===== config.mk =====
export PLATFORM = sky130hd
export DESIGN_NAME = atctlc2axi500_burst_split
export DESIGN_NICKNAME = d
export VERILOG_FILES = /design/src/rtl/atctlc2axi500_burst_split_pkg.sv /design/src/rtl/atctlc2axi500_burst_calc.sv /design/src/rtl/atctlc2axi500_burst_split.sv
export SDC_FILE = /design/constraint.sdc
export NUM_CORES = 1
export LEC_CHECK = 0
export ABC_AREA = 1
export CAP_MARGIN = 20
export CORE_UTILIZATION = 58
export DETAILED_ROUTE_END_ITERATION = 7
export HOLD_SLACK_MARGIN = 0.12
export PLACE_DENSITY = 0.88
export SETUP_SLACK_MARGIN = 0.3
export SLEW_MARGIN = 25
export SYNTH_ARGS = -nofsm -noshare
export SYNTH_HDL_FRONTEND = slang
export SYNTH_SLANG_ARGS = --single-unit

===== constraint.sdc =====
create_clock -name clk -period 11.5 [get_ports clk]
set_input_delay 3.45 -clock clk [delete_from_list [all_inputs] [get_ports clk]]
set_output_delay 3.45 -clock clk [all_outputs]
set_load 0.01 [all_outputs]

===== src/rtl/atctlc2axi500_burst_split_pkg.sv =====
// Shared constants and types for the atctlc2axi500 burst splitter.
//   BOUND_BIT     : bit index of the AXI 4 KB boundary
//   AXI_LEN_W     : width of AxLEN
//   MAX_BEATS_LIM : largest legal MAX_BEATS
//   N_W           : width of a per-burst beat count (1..MAX_BEATS_LIM)
package atctlc2axi500_burst_split_pkg;

    localparam int BOUND_BIT     = 12;
    localparam int AXI_LEN_W     = 8;
    localparam int MAX_BEATS_LIM = 256;
    localparam int N_W           = 9;

    typedef enum logic {
        ST_IDLE  = 1'b0,
        ST_BURST = 1'b1
    } state_t;

    function automatic int max2(input int a, input int b);
        return (a > b) ? a : b;
    endfunction

endpackage


===== src/rtl/atctlc2axi500_burst_calc.sv =====
// Combinational burst sizing.
//   addr_lo : low 12 bits of the current burst address (bus-aligned)
//   rem     : beats still to issue for the command
//   n       : beats in this burst = min(rem, MAX_BEATS, beats to 4 KB page end)
//   len     : n-1 (AxLEN)
//   last    : this burst finishes the command
module atctlc2axi500_burst_calc
    import atctlc2axi500_burst_split_pkg::*;
#(
    parameter int DATA_BYTES = 8,
    parameter int MAX_BEATS  = 16,
    parameter int LEN_WIDTH  = 12
) (
    input  logic [BOUND_BIT-1:0] addr_lo,
    input  logic [LEN_WIDTH:0]   rem,
    output logic [N_W-1:0]       n,
    output logic [AXI_LEN_W-1:0] len,
    output logic                 last
);
    localparam int OFF   = $clog2(DATA_BYTES);
    localparam int BND_W = BOUND_BIT + 1 - OFF;
    // Common compare width wide enough for rem, bnd and MAX_BEATS.
    localparam int CW    = max2(LEN_WIDTH + 1, BOUND_BIT + 1);
    localparam logic [BOUND_BIT:0] PAGE = {1'b1, {BOUND_BIT{1'b0}}};

    logic [BOUND_BIT:0] bytes_left;
    logic [BND_W-1:0]   bnd;
    logic [CW-1:0]      rem_x, bnd_x, cap_x, n_x;

    always_comb begin
        // addr_lo is bus-aligned, so the shift is an exact division.
        bytes_left = PAGE - {1'b0, addr_lo};
        bnd        = BND_W'(bytes_left >> OFF);
        rem_x      = CW'(rem);
        bnd_x      = CW'(bnd);
        cap_x      = CW'(MAX_BEATS);
        n_x        = rem_x;
        if (cap_x < n_x) n_x = cap_x;
        if (bnd_x < n_x) n_x = bnd_x;
        n    = N_W'(n_x);
        len  = AXI_LEN_W'(n_x - CW'(1));
        last = (n_x == rem_x);
    end

endmodule


===== src/rtl/atctlc2axi500_burst_split.sv =====
// Splits a linear command into AXI bursts capped at MAX_BEATS that never
// cross a 4 KB page.
//   clk, resetn          : AXI clock, async active-low reset
//   cmd_valid/cmd_ready  : command handshake (FIFO rvalid/rready)
//   cmd_addr/beats/id    : start address, beats-1, transaction ID
//   bst_valid/bst_ready  : burst handshake toward the AW/AR driver
//   bst_addr/len/id/last : burst start, AxLEN, ID, final burst of command
//   busy                 : command in progress
module atctlc2axi500_burst_split
    import atctlc2axi500_burst_split_pkg::*;
#(
    parameter int ADDR_WIDTH = 32,
    parameter int DATA_BYTES = 8,
    parameter int LEN_WIDTH  = 12,
    parameter int MAX_BEATS  = 16,
    parameter int ID_WIDTH   = 4
) (
    input  logic                  clk,
    input  logic                  resetn,
    input  logic                  cmd_valid,
    output logic                  cmd_ready,
    input  logic [ADDR_WIDTH-1:0] cmd_addr,
    input  logic [LEN_WIDTH-1:0]  cmd_beats,
    input  logic [ID_WIDTH-1:0]   cmd_id,
    output logic                  bst_valid,
    input  logic                  bst_ready,
    output logic [ADDR_WIDTH-1:0] bst_addr,
    output logic [AXI_LEN_W-1:0]  bst_len,
    output logic [ID_WIDTH-1:0]   bst_id,
    output logic                  bst_last,
    output logic                  busy
);
    localparam int OFF   = $clog2(DATA_BYTES);
    localparam int REM_W = LEN_WIDTH + 1;
    localparam logic [ADDR_WIDTH-1:0] ALIGN_MASK = ~ADDR_WIDTH'(DATA_BYTES - 1);

    state_t                state_q, state_d;
    logic [ADDR_WIDTH-1:0] addr_q, addr_d;
    logic [REM_W-1:0]      rem_q, rem_d;
    logic [ID_WIDTH-1:0]   id_q, id_d;

    logic [N_W-1:0]        n;
    logic [AXI_LEN_W-1:0]  calc_len;
    logic                  calc_last;

    atctlc2axi500_burst_calc #(
        .DATA_BYTES (DATA_BYTES),
        .MAX_BEATS  (MAX_BEATS),
        .LEN_WIDTH  (LEN_WIDTH)
    ) u_calc (
        .addr_lo (addr_q[BOUND_BIT-1:0]),
        .rem     (rem_q),
        .n       (n),
        .len     (calc_len),
        .last    (calc_last)
    );

    always_ff @(posedge clk or negedge resetn) begin
        if (!resetn) begin
            state_q <= ST_IDLE;
            addr_q  <= '0;
            rem_q   <= '0;
            id_q    <= '0;
        end else begin
            state_q <= state_d;
            addr_q  <= addr_d;
            rem_q   <= rem_d;
            id_q    <= id_d;
        end
    end

    always_comb begin
        state_d = state_q;
        addr_d  = addr_q;
        rem_d   = rem_q;
        id_d    = id_q;
        case (state_q)
            ST_IDLE: begin
                if (cmd_valid) begin
                    state_d = ST_BURST;
                    addr_d  = cmd_addr & ALIGN_MASK;
                    rem_d   = REM_W'(cmd_beats) + REM_W'(1);
                    id_d    = cmd_id;
                end
            end
            ST_BURST: begin
                if (bst_ready) begin
                    // Address wraps silently past all-ones.
                    addr_d = addr_q + (ADDR_WIDTH'(n) << OFF);
                    rem_d  = rem_q - REM_W'(n);
                    if (calc_last) state_d = ST_IDLE;
                end
            end
            default: state_d = ST_IDLE;
        endcase
    end

    // All bst_* come from registers; len/last are masked in IDLE where
    // rem_q may be 0 and the calc result is meaningless.
    always_comb begin
        cmd_ready = (state_q == ST_IDLE);
        bst_valid = (state_q == ST_BURST);
        busy      = (state_q == ST_BURST);
        bst_addr  = addr_q;
        bst_id    = id_q;
        bst_len   = bst_valid ? calc_len : '0;
        bst_last  = bst_valid & calc_last;
    end

endmodule


After elaboration in Yosys (flattened, before gate mapping)
Cells that the tools add are included.
{"block": "word_totals", "regBits": 50, "out_inout_bits": 48, "inputBits": 52}
{"block": "classes", "muxes": 13, "n_bitwise": 2, "reduce_logical": 2, "n_eq_ne": 3, "order_cmp": 2, "n_addsub": 5}
{"op": "$mux W32", "count": 2}
{"op": "$pmux W32 S2", "count": 1}
{"op": "$mux W13", "count": 4}
{"op": "$add A32 B12 Y32", "count": 1}
{"op": "$pmux W13 S2", "count": 1}
{"op": "$add A12 B1 Y13 const B", "count": 1}
{"op": "$eq A13 B13 Y1", "count": 1}
{"op": "$lt A10 B13 Y1", "count": 1}
{"op": "$lt A5 B13 Y1 const A", "count": 1}
{"op": "$sub A13 B12 Y13 const A", "count": 1}
{"op": "$sub A13 B9 Y13", "count": 1}
{"op": "$mux W8", "count": 1}
{"op": "$sub A8 B1 Y8 const B", "count": 1}
{"op": "$ne A2 B2 Y1 const B", "count": 2}
{"op": "$reduce_and A2 Y1", "count": 2}
{"op": "$mux W1", "count": 3}
{"op": "$pmux W1 S2", "count": 1}
{"op": "$and A1 B1 Y1", "count": 1}
{"op": "$not A1 Y1", "count": 1}

Logic depth before layout (Yosys ltp)
Gate-level depths: netlist (run 1).
{"block": "logic_depth", "word_depth": 8, "ltp_mapped": 32, "depth_no_buf": 32}

Cells and area by module
A second synthesis (run 1) with hierarchy kept.
{"block": "hier_totals", "cells_unflattened": 954, "area_unflattened_um2": 5526.6}
{"mod": "atctlc2axi500_burst_split", "area_per_inst_um2": 4446.8, "instances": 1, "seq_area_each_um2": 1176.1, "cells_per_inst": 750}
{"mod": "atctlc2axi500_burst_calc", "area_per_inst_um2": 1079.8, "instances": 1, "seq_area_each_um2": 0.0, "cells_per_inst": 204}

Worst setup path after synthesis (run 1)
No wires, ideal clock.
{"block": "synth_timing", "path_type": "reg2out", "start": "register addr_q[4], in the netlist bst_addr[4]", "end": "output port bst_last", "t_arrival_ps": 3594, "setup_slack_ps": 4456, "required_time_ps": 8050, "stages_incl_launch_ff": 20, "path_cell_list": "dfrtp_1 > inv_1 > ha_1 > nand3_1 > nor2_1 > nand3_1 > nor2_1 > xor2_1 > ha_1 > a21oi_1 > o21ai_0 > a21oi_4 > nand2_8 > o21ai_1 > inv_1 > ha_1 > nand2_1 > nor4_1 > nand4_1 > nor2_1"}
{"block": "synth_between", "elab_chain_cells": 5}
{"item": "start, declared", "line_no": "atctlc2axi500_burst_split.sv:38", "source": "logic [ADDR_WIDTH-1:0] addr_q, addr_d;"}
{"item": "start signal, assigned", "line_no": "atctlc2axi500_burst_split.sv:66", "source": "addr_q <= addr_d;"}
{"item": "$sub A13 B12 Y13 *", "line_no": "atctlc2axi500_burst_calc.sv:32", "source": "bytes_left = PAGE - {1'b0, addr_lo};"}
{"item": "$lt A10 B13 Y1", "line_no": "atctlc2axi500_burst_calc.sv:39", "source": "if (bnd_x < n_x) n_x = bnd_x;"}
{"item": "$mux W13 *", "line_no": "atctlc2axi500_burst_calc.sv:39"}
{"item": "$eq A13 B13 Y1 *", "line_no": "atctlc2axi500_burst_calc.sv:42", "source": "last = (n_x == rem_x);"}
{"item": "$and A1 B1 Y1 *", "line_no": "atctlc2axi500_burst_split.sv:107", "source": "bst_last = bst_valid & calc_last;"}
{"item": "end, declared", "line_no": "atctlc2axi500_burst_split.sv:30", "source": "output logic bst_last,"}
Every way passes the cells marked *; elsewhere a longest branch is shown, timed or not.

Final worst setup path (run 1)
Same ends and word-level chain as after synthesis.

==> results of run 1 <==
## worst max-delay path, cell delays in order, from the launching register on
cell and delay (ns):
dfrtp_1 0.47, inv_1 0.15, ha_1 0.17, nand3_1 0.10, nor2_1 0.16, nand3_1 0.11, nor2_1 0.14, xor2_1 0.25
ha_1 0.29, a21oi_1 0.14, o21ai_0 0.15, a21oi_4 0.36, nand2_8 0.16, o21ai_1 0.52, inv_1 0.10, ha_1 0.35
nand2_1 0.11, nor4_1 0.18, nand4_1 0.14, nor2_1 0.11, clkdlybuf4s50_1 0.54
## state kept, by name (all words and copies together) (netlist names)
signal and flops:
bst_valid 1, rem_q 13, bst_id 4, bst_addr 29
## logic make-up after synthesis
family                   after synthesis
flip-flops                            47
XOR/XNOR                              12
other                                  2
AND/OR/NAND/NOR                      506
adder cells (fa/ha/maj)               27
buffers and inverters                135
AO/OA/AOI/OAI                        105
## power by group through the flow
| stage | sequential [mW] | combinational [mW] | clock [mW] |
|---|---|---|---|
| final | 0.299 | 1.47 | 0.151 |
| after global routing | 0.307 | 1.64 | 0.157 |
| after CTS | 0.296 | 1.45 | 0.151 |
| after detailed placement | 0.299 | 1.44 | 0 |
| after global placement | 0.297 | 1.40 | 0 |
| after floorplan | 0.293 | 1.02 | 0 |
## worst max path at each step
stage | depth (start not counted) | to | startpoint | slack, ns
2_1_floorplan | 19 | bst_last | bst_addr[4] | 4.46
4_1_cts | 20 | bst_last | bst_addr[4] | 3.06
5_1_grt | 20 | bst_last | bst_addr[3] | 2.60
6_report | 20 | bst_last | bst_addr[4] | 3.03
3_5_place_dp | 20 | bst_last | bst_addr[4] | 3.44
3_3_place_gp | 20 | bst_last | bst_addr[4] | 3.51
## per-layer routing
layer  wire length, um  vias up
met4               709        0
met3              1070       47
met1              6660     2694
met5                 0        -
met2              7560      234
li1                  -     2873
## cells in the final DEF (no fill, tap or decap), types with 2 or more instances in the layout
cell type / instances
o21ai_1: 8
nand2_1: 212
nand2_4: 9
xor2_1: 10
dfrtp_1: 46
nand3_4: 3
nor2_1: 112
xnor2_1: 2
conb_1: 8
o22ai_1: 3
buf_4: 4
nand4_1: 14
bufinv_16: 2
nor2_2: 4
nand2_8: 3
nand2_2: 17
ha_1: 27
clkbuf_8: 5
nor3_1: 19
nand3_1: 81
nand3_2: 7
nor4_1: 9
a31oi_1: 7
inv_2: 4
nand3b_1: 5
and3_1: 3
inv_1: 108
o21ai_0: 37
o211ai_1: 4
clkdlybuf4s50_1: 92
nor2_4: 5
a21oi_1: 36
o21a_1: 2
## layout make-up
| type | count | area, sq um | area share (%) |
|---|---|---|---|
| clock inverters | 2 | 60.1 | 0.952 |
| clock buffers | 6 | 72.6 | 1.15 |
| repair buffers | 97 | 956 | 15.1 |
| inverters | 113 | 429 | 6.80 |
| flip-flops and latches | 47 | 1180 | 18.7 |
| multi-input cells | 658 | 3480 | 55.2 |
| well taps | 108 | 135 | 2.14 |
==> qor.csv, run 1 <==
stage,metric,value,unit
power,Switching Fraction,55.1,%
synthesis,Post-Synth XOR/XNOR Area,2.03,%
power,pwr dens,304,mW/mm^2
critical_path,crit end category,output port,
clock_network,Sink Count,47,
min_path,Hold EP,bst_id[1],
clock_network,Inserted Clock Buffers,5,
detailed_routing,initial drt markers,331,
synthesis,Post-Synth Adder-Cell Area,6.54,%
clock_network,post-cts resize count,0,
synthesis,Yosys top cell by area,dfrtp_1,
power,Int Power,0.862,mW
detailed_routing,total number of vias,5848,
floorplanning,DIE HEIGHT,96.4,um
layout,"Design Area, Final",0.00631,sq mm
timing,final worst slack,3.03,ns
power,Leak,3.00,nW
placement,Placed Area,0.00618,sq mm
critical_path,r2r startpoint,bst_addr[4],
synthesis,post-synthesis compound-gate area fraction,11.5,%
global_routing,first-pass GRT wire length,25200,um
synthesis,Commonest cells post-synth,"212 x nand2_1, 112 x nor2_1, 109 x inv_1",
placement,DP Cell Count,1023,
placement,Detailed Place HPWL,12300,um
power,total power,1.92,mW
layout,fin nets,1001,
min_path,HP Start,bst_id[1],
layout,area grow syn2layout,22.2,%
detailed_routing,DRT Wirelength,16000,um
floorplanning,row count,34,
synthesis,Synth top area share,22.8,%
synthesis,simple-gate share of the synthesized area,46.7,%
min_path,Worst Hold Class,flop to flop,
critical_path,reg-to-reg endpoint,bst_addr[23],
global_routing,met1 usage in global routing,43.8,%
power,Worst VDD drop,0.148,mV
global_routing,largest net degree at the start of global routing,66,
synthesis,most common cell in the synthesized netlist,nand2_1,
detailed_routing,1st-pass router iterations,5,
placement,PortBufs,93,
timing,final slew viol count,0,
global_routing,grt ovf,0,
timing,RSZ-0062 raised after global routing,no,
run,Max-Cap Viols,0,
synthesis,most area-consuming cells after synthesis,"dfrtp_1 23%, nand2_1 15%, nor2_1 8.1%, inv_1 7.9%, nand3_1 7.8%",
global_routing,met2 GRT Util,61.0,%
global_routing,All-Layer GR Usage,35.4,%
synthesis,"Cell Area, Synth",0.00516,sq mm
placement,dpl ws,3.44,ns
global_routing,GR peak layer,met2,
power,Combinational Power Share,76.6,%
global_routing,number of global-route vias before repair,5485,
floorplanning,core area,0.00868,sq mm
layout,fillers,752,
critical_path,"Req. time, crit path",8.05,ns
synthesis,largest family of logic cells by synthesized area,simple AND/OR/NAND/NOR gates,
clock_network,H-tree depth,2,
timing,minimum clock period,8.47,ns
layout,ANT cells,0,
synthesis,yosys warns,0,
synthesis,Unique masters post-synth,45,
synthesis,post-synthesis mux area share,0,%
power,register share of total power,15.6,%
run_status,outcome,completed,
timing,Hold WS,0.482,ns
global_routing,met3 Use GR,4.19,%
timing,setup tns final,0,ns
synthesis,number of synthesized register bits,47,
synthesis,Post-synth EDFFs,0,
min_path,Hold Path Depth,2,
timing,final hold violation count,0,
synthesis,sequential cell area fraction in the yosys report,22.8,%
placement,gp weighted congestion,1.02,
power,clock share of power,7.9,%
floorplanning,Ports,100,
global_routing,initial antenna violation count,0,
layout,share of layout cells above drive strength 1,7.80,%
timing,f_max,118,MHz
clock_network,CTS tree,done,
floorplanning,initial core utilization,59.5,%
clock_network,Max Buffers Root-to-Sink,2,
critical_path,Critical Path Source Type,flop,
detailed_routing,vias per cell,5.67,
clock_network,clock-pin slew on the worst setup and hold paths,0.11,ns
detailed_routing,post-DR wirelength/cell,15.5,um
layout,Post-Layout Cell Count,1031,
clock_network,postcts setup bufs,0,
detailed_routing,antenna-violating nets left,0,
timing,Final period util,73.7,%
critical_path,CP max FO,9,
detailed_routing,# DRC,0,
critical_path,arrival time at the worst endpoint,5.02,ns
synthesis,"Top FF cell, synth",dfrtp_1,
timing,Finish-stage setup viols,0,
critical_path,R2R cell count,21,
clock_network,Hold Buf Count CTS,0,
clock_network,CTS Root Cell,clkbuf_8,
floorplanning,DIE AREA,0.00929,sq mm
critical_path,Reg2Reg Setup Slack,6.64,ns
timing,Slew Limit Headroom,47.5,%
floorplanning,Die X,96.4,um
synthesis,fraction of registers with async set or reset after synthesis,100,%
synthesis,average size of a mapped cell,6.19,sq um
layout,utilization after layout,72.7,%
clock_network,clock latency on the worst-skew pair,0.31,ns
timing,Worst-Margin Slew,0.780,ns
critical_path,Setup CP Type,flop to output port,
timing,clock skew,0.0195,ns
power,Net Sw Power,1.06,mW
synthesis,Post-Syn Instances,834,
No activity file was read; power rests on OpenSTA's default activity.
==> run 2: changes to the inputs <==
Settings changed: CORE_UTILIZATION 58 to 49, PLACE_DENSITY 0.88 to 0.79.
Clock period 11.5 ns to 6.96 ns, I/O delays scaled along.
==> qor.csv, run 2 (synthesized netlist as in run 1, its figures left out) <==
stage,metric,value,unit,change
detailed_routing,total number of vias,5995,,+2.5%
timing,Worst-Margin Slew,0.821,ns,+0.0408 ns
clock_network,H-tree depth,2,,unchanged
clock_network,clock-pin slew on the worst setup and hold paths,0.11,ns,about the same
floorplanning,Die X,105,um,+8.6%
detailed_routing,initial drt markers,400,,+21%
timing,minimum clock period,6.61,ns,
placement,DP Cell Count,1052,,+2.8%
power,Worst VDD drop,0.306,mV,+110%
min_path,Worst Hold Class,flop to flop,,
timing,Final period util,95.0,%,
timing,Hold WS,0.489,ns,+0.00696 ns
power,pwr dens,497,mW/mm^2,+63%
detailed_routing,1st-pass router iterations,5,,unchanged
global_routing,grt ovf,0,,unchanged
critical_path,"Req. time, crit path",4.87,ns,-3.18 ns
placement,PortBufs,93,,unchanged
layout,area grow syn2layout,34.9,%,
clock_network,CTS Root Cell,clkbuf_8,,
clock_network,Sink Count,47,,unchanged
floorplanning,core area,0.0103,sq mm,+18%
placement,Detailed Place HPWL,11500,um,-6.9%
layout,ANT cells,0,,unchanged
clock_network,clock latency on the worst-skew pair,0.32,ns,about the same
timing,final worst slack,0.345,ns,-2.68 ns
floorplanning,Ports,100,,unchanged
timing,clock skew,0.0131,ns,-0.00639 ns
global_routing,initial antenna violation count,0,,unchanged
detailed_routing,# DRC,0,,unchanged
timing,f_max,151,MHz,
layout,"commonest cells after routing, fill and taps aside","206 x nand2_1, 104 x nor2_1, 102 x inv_1, 92 x clkdlybuf4s50_1, 78 x nand3_1",,
critical_path,Crit path largest cell delay,0.58,ns,+0.04 ns
detailed_routing,DRT Wirelength,16500,um,+3.2%
critical_path,Setup CP Type,flop to output port,,
timing,Finish-stage setup viols,0,,unchanged
layout,"commonest non-fill, non-tap cell in the layout",nand2_1,,
clock_network,Inserted Clock Buffers,5,,unchanged
global_routing,All-Layer GR Usage,28.7,%,-6.7 points
floorplanning,DIE AREA,0.0110,sq mm,+18%
layout,share of layout cells above drive strength 1,16.4,%,+8.6 points
detailed_routing,post-DR wirelength/cell,14.8,um,-4.3%
clock_network,Max Buffers Root-to-Sink,2,,unchanged
layout,fillers,894,,+19%
global_routing,first-pass GRT wire length,25600,um,+1.2%
floorplanning,row count,37,,+8.8%
critical_path,Crit path top cell by count,nor2_4,,
layout,max FFs per register,29,,unchanged
timing,final hold violation count,0,,unchanged
critical_path,arrival time at the worst endpoint,4.53,ns,-0.49 ns
clock_network,CTS tree,done,,
run_status,outcome,completed,,
layout,fin nets,1054,,+5.3%
global_routing,number of global-route vias before repair,5429,,-1.0%
placement,gp weighted congestion,0.930,,-8.7%
critical_path,CP max FO,8,,-1
critical_path,crit end category,output port,,
timing,final slew viol count,0,,unchanged
placement,dpl ws,0.413,ns,-3.03 ns
floorplanning,initial core utilization,50.3,%,-9.3 points
global_routing,largest net degree at the start of global routing,67,,+1.5%
layout,Post-Layout Cell Count,1112,,+7.9%
timing,RSZ-0062 raised after global routing,no,,
power,Leak,3.25,nW,+8.3%
detailed_routing,vias per cell,5.39,,-5.0%
timing,setup tns final,0,ns,unchanged
run,Max-Cap Viols,0,,unchanged
detailed_routing,antenna-violating nets left,0,,unchanged
timing,Slew Limit Headroom,44.8,%,-2.7 points
critical_path,Critical Path Source Type,flop,,
layout,utilization after layout,67.8,%,-4.9 points
critical_path,"slowest stage cell, crit path",clkdlybuf4s50_1,,
floorplanning,DIE HEIGHT,105,um,+8.6%
## run 2: cell count changes in the layout (fill, tap and decap cells not counted), sizes merged
cell,previous run,this run
inv,112,113
clkinv,1,0
buf,5,58
## run 2: routing by layer
metal | track usage [%] | vias up | routed length [um]
met2 | 50.3 | 223 | 8030
met5 | 0 | - | 0
met1 | 37.0 | 2754 | 7070
met4 | 8.85 | 0 | 507
met3 | 3.06 | 36 | 899
li1 | - | 2982 | -
## run 2: path summary, 6_finish.rpt
check,from,to,slack (ns),depth (start not counted)
max,bst_addr[3],bst_len[7],0.35,25
min,bst_id[3],bst_id[3],0.49,2
max reg2reg,bst_addr[3],bst_valid,0.35,48
min reg2reg,bst_id[3],bst_id[3],0.49,2
max in group asynchronous,resetn,bst_valid,4.61,2
min in group asynchronous,resetn,bst_addr[3],1.84,2
## run 2: power breakdown
part           switching [mW]  internal, mW  total, mW
Combinational            1.60          1.10       2.70
Sequential              0.145         0.366      0.512
Clock                   0.108         0.144      0.252
Total                    1.85          1.61       3.46
## run 2: worst max-delay path, delay by kind of cell, from the launching register on
kind | cells | cell delay, ns
compound gates | 3 | 0.50
fa+ha+maj | 2 | 0.44
flops | 1 | 0.43
simple gates | 13 | 1.53
xor+xnor | 1 | 0.17
buf+inv | 6 | 1.13
## run 2: area by class of cell
class | instances | area (sq um) | area share [%]
clock buffers | 6 | 72.6 | 1.04
clock inverters | 2 | 60.1 | 0.862
inverters | 113 | 432 | 6.19
multi-input cells | 658 | 3700 | 53.1
flip-flops and latches | 47 | 1180 | 16.9
well taps | 136 | 170 | 2.44
repair buffers | 150 | 1350 | 19.4
## run 2: repair_timing
action	CTS	global route
endpoints found under the setup margin	3	5
hold endpoints to repair	0	0
pin swaps	3	17
gates resized for setup	7	43
setup buffers	34	18
cloned	0	0
hold buffers	0	0
## run 2: per-stage QoR
stage / power (mW) / area [sq um]
floorplan: 2.17 / 5190
CTS: 3.16 / 6630
finish: 3.46 / 6970
detailed placement: 2.83 / 6220
global placement: 2.80 / 6220
global route: 3.74 / 6970
